### config.mk
export PLATFORM = sky130hd
export DESIGN_NAME = neighbor_scan
export DESIGN_NICKNAME = d
export VERILOG_FILES = /design/src/rtl/neighbor_scan.sv
export SDC_FILE = /design/constraint.sdc
export NUM_CORES = 1
export LEC_CHECK = 0
export CORE_AREA = 2 2 144 76
export CTS_CLUSTER_DIAMETER = 100
export DETAILED_ROUTE_END_ITERATION = 16
export DIE_AREA = 0 0 146 78
export PLACE_DENSITY = 0.83
export SLEW_MARGIN = 15
export SYNTH_ARGS = -nofsm -noshare
export SYNTH_HDL_FRONTEND = slang
export SYNTH_SLANG_ARGS = --single-unit
### constraint.sdc
create_clock -name clk -period 3.4 [get_ports clk]
set_input_delay 0.68 -clock clk [delete_from_list [all_inputs] [get_ports clk]]
set_output_delay 0.68 -clock clk [all_outputs]
set_load 0.03 [all_outputs]
### src/rtl/neighbor_scan.sv
`default_nettype none
// +----------------------------------------------------------------------------+
// | neighbor_scan: walks the point RAM for one query point, feeds the distance |
// | comparator and streams matching indices over valid/ready.                 |
// | Revision: 1.0                                                              |
// +----------------------------------------------------------------------------+
module neighbor_scan #(
   parameter int IDX_W = 8
) (
   input  logic             clk,
   input  logic             rst_n,
   input  logic             start,
   input  logic [IDX_W-1:0] query_idx,
   input  logic [IDX_W:0]   n_points,
   input  logic [15:0]      r2_in,
   output logic             busy,
   output logic             done,
   output logic             mem_rd_en,
   output logic [IDX_W-1:0] mem_addr,
   input  logic [23:0]      mem_rdata,
   output logic [7:0]       x1,
   output logic [7:0]       y1,
   output logic [7:0]       z1,
   output logic [7:0]       x2,
   output logic [7:0]       y2,
   output logic [7:0]       z2,
   output logic [15:0]      r2,
   input  logic             is_neighbor,
   output logic             nb_valid,
   input  logic             nb_ready,
   output logic [IDX_W-1:0] nb_idx,
   output logic [IDX_W:0]   nb_count
);

   localparam logic [2:0] c_IDLE  = 3'd0;
   localparam logic [2:0] c_Q_RD  = 3'd1;
   localparam logic [2:0] c_Q_CAP = 3'd2;
   localparam logic [2:0] c_C_RD  = 3'd3;
   localparam logic [2:0] c_C_CAP = 3'd4;
   localparam logic [2:0] c_C_EV  = 3'd5;
   localparam logic [2:0] c_EMIT  = 3'd6;
   localparam logic [2:0] c_DONE  = 3'd7;

   localparam logic [IDX_W:0] c_ONE  = {{IDX_W{1'b0}}, 1'b1};
   localparam logic [IDX_W:0] c_ZERO = '0;

   logic [2:0]       r_state;
   logic [IDX_W-1:0] r_query;
   logic [IDX_W:0]   r_n;
   logic [IDX_W-1:0] r_j;
   logic [IDX_W-1:0] r_nb_idx;
   logic [IDX_W:0]   r_count;
   logic [15:0]      r_r2;
   logic [7:0]       r_x1, r_y1, r_z1, r_x2, r_y2, r_z2;

   logic w_last;
   logic w_hit;

   // Completion is decided on j itself so a full 2^IDX_W scan never wraps j.
   assign w_last = ({1'b0, r_j} == (r_n - c_ONE));
   assign w_hit  = is_neighbor && (r_j != r_query);

   always_ff @(posedge clk) begin
      if (!rst_n) begin
         r_state  <= c_IDLE;
         r_query  <= '0;
         r_n      <= '0;
         r_j      <= '0;
         r_nb_idx <= '0;
         r_count  <= '0;
         r_r2     <= '0;
         r_x1     <= '0;
         r_y1     <= '0;
         r_z1     <= '0;
         r_x2     <= '0;
         r_y2     <= '0;
         r_z2     <= '0;
      end else begin
         case (r_state)
            c_IDLE: begin
               if (start) begin
                  r_query <= query_idx;
                  r_n     <= n_points;
                  r_r2    <= r2_in;
                  r_count <= '0;
                  r_j     <= '0;
                  r_state <= (n_points == c_ZERO) ? c_DONE : c_Q_RD;
               end
            end
            c_Q_RD: r_state <= c_Q_CAP;
            c_Q_CAP: begin
               r_x1    <= mem_rdata[23:16];
               r_y1    <= mem_rdata[15:8];
               r_z1    <= mem_rdata[7:0];
               r_state <= c_C_RD;
            end
            c_C_RD: r_state <= c_C_CAP;
            c_C_CAP: begin
               r_x2    <= mem_rdata[23:16];
               r_y2    <= mem_rdata[15:8];
               r_z2    <= mem_rdata[7:0];
               r_state <= c_C_EV;
            end
            c_C_EV: begin
               if (w_hit) begin
                  r_nb_idx <= r_j;
                  r_state  <= c_EMIT;
               end else if (w_last) begin
                  r_state <= c_DONE;
               end else begin
                  r_j     <= r_j + 1'b1;
                  r_state <= c_C_RD;
               end
            end
            c_EMIT: begin
               if (nb_ready) begin
                  r_count <= r_count + c_ONE;
                  if (w_last) begin
                     r_state <= c_DONE;
                  end else begin
                     r_j     <= r_j + 1'b1;
                     r_state <= c_C_RD;
                  end
               end
            end
            c_DONE:  r_state <= c_IDLE;
            default: r_state <= c_IDLE;
         endcase
      end
   end

   assign busy      = (r_state != c_IDLE);
   assign done      = (r_state == c_DONE);
   assign nb_valid  = (r_state == c_EMIT);
   assign mem_rd_en = (r_state == c_Q_RD) || (r_state == c_C_RD);
   assign mem_addr  = (r_state == c_Q_RD) ? r_query :
                      (r_state == c_C_RD) ? r_j : '0;
   assign nb_idx    = r_nb_idx;
   assign nb_count  = r_count;
   assign r2        = r_r2;
   assign x1        = r_x1;
   assign y1        = r_y1;
   assign z1        = r_z1;
   assign x2        = r_x2;
   assign y2        = r_y2;
   assign z2        = r_z2;

endmodule
`default_nettype wire

# --- Word-level counts from Yosys, hierarchy flattened ---
# Cells that the tools add are included.
totals:
  register_bits: 109
  in_bits: 62
  output_inout_bits: 93
  wordCells: 56
op_classes:
  addsub: 3
  n_eq_ne: 12
  n_mux: 16
  reduce_logical: 12
ops:
  columns: ["cell", "n"]
  rows:
  - ["$mux W8", 6]
  - ["$pmux W3 S8", 1]
  - ["$pmux W8 S3", 1]
  - ["$mux W9", 2]
  - ["$pmux W9 S2", 1]
  - ["$mux W3", 5]
  - ["$eq A3 B3 Y1 const B", 4]
  - ["$add A9 B1 Y9 const B", 1]
  - ["$eq A8 B9 Y1", 1]
  - ["$logic_not A9 Y1", 1]
  - ["$sub A9 B1 Y9 const B", 1]
  - ["$add A8 B1 Y8 const B", 1]
  - ["$ne A8 B8 Y1", 1]
  - ["$eq A3 B2 Y1 const B", 2]
  - ["$reduce_and A2 Y1", 3]
  - ["$reduce_bool A3 Y1", 2]
  - ["$ne A2 B2 Y1 const B", 2]
  - ["$reduce_and A4 Y1", 1]
  - ["$eq A3 B1 Y1 const B", 1]
  - ["$logic_not A3 Y1", 1]
  - ["$reduce_and A3 Y1", 1]
  - ["$ne A2 B1 Y1 const B", 1]
  - ["$reduce_bool A2 Y1", 1]
  - ["$logic_and A1 B1 Y1", 1]
  - ["$logic_or A1 B1 Y1", 1]

# --- Longest topological paths before layout ---
logic_depth:
  ltp_word: 5
  ltp_mapped: 11
  mapped_depth_nobuf: 9

# --- Worst setup path after synthesis ---
# Ideal clock, no wire load.
synth_timing:
  path_type: "register to output"
  startpoint: "reg r_state[1]"
  endpoint: "out done"
  t_arrival_ns: 1.520
  required_ns: 2.720
  setup_slack_ns: 1.200
  stages_incl_launch_ff: 5
  path_buffers: 2
  path_cell_list: "dfxtp_1 clkbuf_1 buf_1 nand2_1 nor2_1"
synth_via:
  elab_chain_cells: 1
synth_lines:
  columns: ["element", "line", "rtl"]
  rows:
  - ["start: declaration", "47", "logic [2:0] r_state;"]
  - ["start signal: assignment", "65", "r_state <= c_IDLE;"]
  - ["start signal: assignment", "87", "r_state <= (n_points == c_ZERO) ? c_DONE : c_Q_RD;"]
  - ["start signal: assignment", "90", "c_Q_RD: r_state <= c_Q_CAP;"]
  - ["$eq A3 B3 Y1", "133", "assign done = (r_state == c_DONE);"]
  - ["end: declaration", "17", "output logic done,"]
# Every way passes these cells.

# --- Worst setup path in the final report ---
layout_timing:
  startpoint: "reg r_state[2]"
  endpoint: "out mem_addr[3]"
layout_via:
  elab_chain_cells: 3
  word_cells_on_any_way: 4
  classes_between: "eq/ne: 2; mux: 2"
layout_lines:
  columns: ["element", "line", "rtl"]
  rows:
  - ["$eq A3 B2 Y1", "137", "(r_state == c_C_RD) ? r_j : '0;"]
  - ["$mux W8", "137", null]
  - ["$mux W8 *", "136", "assign mem_addr = (r_state == c_Q_RD) ? r_query :"]
  - ["end: declaration", "19", "output logic [IDX_W-1:0] mem_addr,"]
# Every way passes the cells marked *; elsewhere a longest branch is shown, timed or not.

==> impl_metrics.json <==
{
  "initial_utilization_pct": 49.1,
  "critPathMaxStageDelay_ns": 0.69,
  "drc_errors": 0,
  "switching_share_pct": 40.8,
  "clkPwrFrac_pct": 21.5,
  "io_buffer_count": 154,
  "critical_path.max_fanout": 9,
  "wl_per_cell_microns": 15.3,
  "worstSetupStartpointType": "flip-flop",
  "hold_path_class": "flip-flop to flip-flop",
  "cts_tree": "built",
  "synth-seq-cells": 109,
  "seq_area_frac_synth_pct": 44.4,
  "worst_ir_drop_vdd_mv": 0.438,
  "cts-buffers-inserted": 9,
  "rsz0062_at_grt": "no",
  "drt_iter0_drc": 347,
  "vias_per_cell": 5.29,
  "yosysWarnings": 0,
  "cpLargestDelayFamily": "buffers and inverters",
  "critPathBufInv": 2,
  "p_sw_uw": 2130,
  "status": "completed",
  "wl_mm": 13.3,
  "syn_area_per_cell_sq_um": 8.24,
  "slowest_stage": "clkdlybuf4s50_1",
  "fmax_ghz": 0.358,
  "crit_chain": "inv_1 > nand2_1 > nor2_1 > clkdlybuf4s50_1",
  "antennaDiodeCount": 0,
  "power_density_mw_per_mm2": 767,
  "ctsResizeCount": 0,
  "clock_path_buffers": 2,
  "crit_required_ns": 2.72,
  "final.setup_skew_ns": 0.00614,
  "p_leak_uw": 0.00245,
  "drive_gt1_share_pct": 4.11,
  "final_cell_mix": "183 x nand2_1, 153 x clkdlybuf4s50_1, 109 x dfxtp_1",
  "clkLatencyLatePin_ns": 0.34,
  "postCtsSetupBuffers": 0,
  "slew_viol_final": 0,
  "antenna_found_initial": 0,
  "power_frac_seq_pct": 33.6,
  "yosysUniqueCellTypes": 50,
  "tightest_slew_ns": 0.949,
  "fin_ws_ns": 0.604,
  "grt_max_degree": 66,
  "grt_pass1_wl_mm": 22.1,
  "internal-power_uw": 3100,
  "finalHoldViolCount": 0,
  "end_kind": "output pin",
  "die-width_microns": 146,
  "place_ws_ns": 0.941,
  "finalCriticalPeriod_ns": 2.80,
  "slew_headroom_pct": 36.7,
  "layout.nets": 791,
  "total_power_uw": 5230,
  "final_util_pct": 68.0,
  "clk_pin_slew_ns": 0.07,
  "syn_to_final_growth_pct": 38.6,
  "antenna_left": 0,
  "syn_nets": 662,
  "cts_sinks": 109,
  "netlist_instances": 597,
  "tns_ns": 0,
  "core_sq_mm": 0.0100,
  "clock-root-buffer": "clkbuf_16",
  "crit_arrival_ns": 2.12,
  "criticalPathCategory": "flip-flop to output pin",
  "async_reset_ff_share_pct": 0,
  "die-area_sq_mm": 0.0114,
  "io_pins": 155,
  "firstDrtPassIters": 5,
  "htree_levels": 3,
  "track_usage_pct": 23.8,
  "cts_hold_buf": 0,
  "dp_hpwl_mm": 9.23,
  "dieHeight_microns": 78,
  "dr_total_vias": 4601,
  "gp_congestion": 0.838,
  "syn_area_sq_mm": 0.00492,
  "synth-edff-count": 0,
  "final-setup-viol-count": 0,
  "grt_overflow": 0,
  "first_global_vias": 4423,
  "comb_power_share_pct": 44.9,
  "post-route-period-util_pct": 82.2,
  "rows": 26,
  "layout_commonest_cell": "nand2_1",
  "ys_dominant_reg_cell": "dfxtp_1",
  "cap_violations": 0
}
## registers in the layout (all words and copies together), names as in the netlist
signal,count
r_state,3
nb_count,9
r_n,9
x1,8
r2,16
z2,8
r_j,8
y2,8
y1,8
z1,8
nb_idx,8
x2,8
r_query,8
## cells in the mapped netlist (all sizes together), types with 5 or more instances
master / instances / area share, %
xor2: 16 / 2.8
a21boi: 85 / 13
a21oi: 11 / 1.1
nand3: 16 / 1.6
clkbuf: 34 / 2.6
and3: 6 / 0.76
buf: 8 / 1.1
nand2: 183 / 14
or3: 5 / 0.64
mux2i: 17 / 3.5
nor2: 21 / 1.6
o21ai: 8 / 0.81
nor4: 6 / 0.89
xnor2: 6 / 1.2
nand4: 5 / 0.64
nor2b: 10 / 1.3
nor3: 5 / 0.61
inv: 8 / 0.61
dfxtp: 109 / 44
## power by group through the flow
stage	combinational (uW)	sequential, uW	clock, uW
CTS	2350	1750	1140
global placement	2270	1770	0
detailed placement	2330	1780	0
global route	2550	1800	1200
floorplan	1190	2090	0
finish	2350	1760	1120
## worst min-delay path, cell delays in order (launching register included)
cell and delay [ns]:
dfxtp_1 0.31, nand2_1 0.04, a21boi_0 0.06
## final timing paths
kind	slack (ns)	end	startpoint	cells past startpoint
min reg2reg	0.46	z1[3]	z1[3]	2
min	0.46	z1[3]	z1[3]	2
max	0.60	mem_addr[3]	r_state[2]	4
max reg2reg	0.90	r_j[5]	r_j[2]	8
## through the flow
| stage | area (sq um) | std cells | hold WS (ns) |
|---|---|---|---|
| 2_1_floorplan | 4920 | 597 | 0.456 |
| 3_3_place_gp | 6500 | 855 | 0.450 |
| 3_5_place_dp | 6500 | 855 | 0.456 |
| 4_1_cts | 6820 | 870 | 0.465 |
| 5_1_grt | 6820 | 870 | 0.480 |
| 6_report | 6820 | 870 | 0.461 |
## kinds of logic (layout without fill, tap and decap cells)
| logic type | after synthesis | after routing | synth area share (%) |
|---|---|---|---|
| xor gates and xnor gates | 22 | 22 | 4.07 |
| AOI/OAI and AO/OA | 126 | 126 | 18.9 |
| DFF | 109 | 109 | 44.4 |
| muxes | 17 | 17 | 3.46 |
| and+or+nand+nor | 270 | 270 | 24.2 |
| adders and majority gates | 3 | 3 | 0.763 |
| buffers and inverters | 50 | 183 | 4.30 |
## routing by layer
metal / track usage (%) / vias to the layer above / wire, microns
li1: - / 2260 / -
met2: 42.7 / 121 / 6710
met4: 9.32 / 0 / 332
met5: 0 / - / 0
met1: 27.7 / 2180 / 5610
met3: 5.76 / 40 / 634
## area by class of cell
type                       count  area [sq um]
clock buffer                  12           246
clock inverter                 3          68.8
fill                         849          3200
inverter                       8          30.0
multi-input combinational    438          2530
sequential                   109          2180
tap                          140           175
timing repair buffer         160          1580
Power figures use the tool's default switching activity.
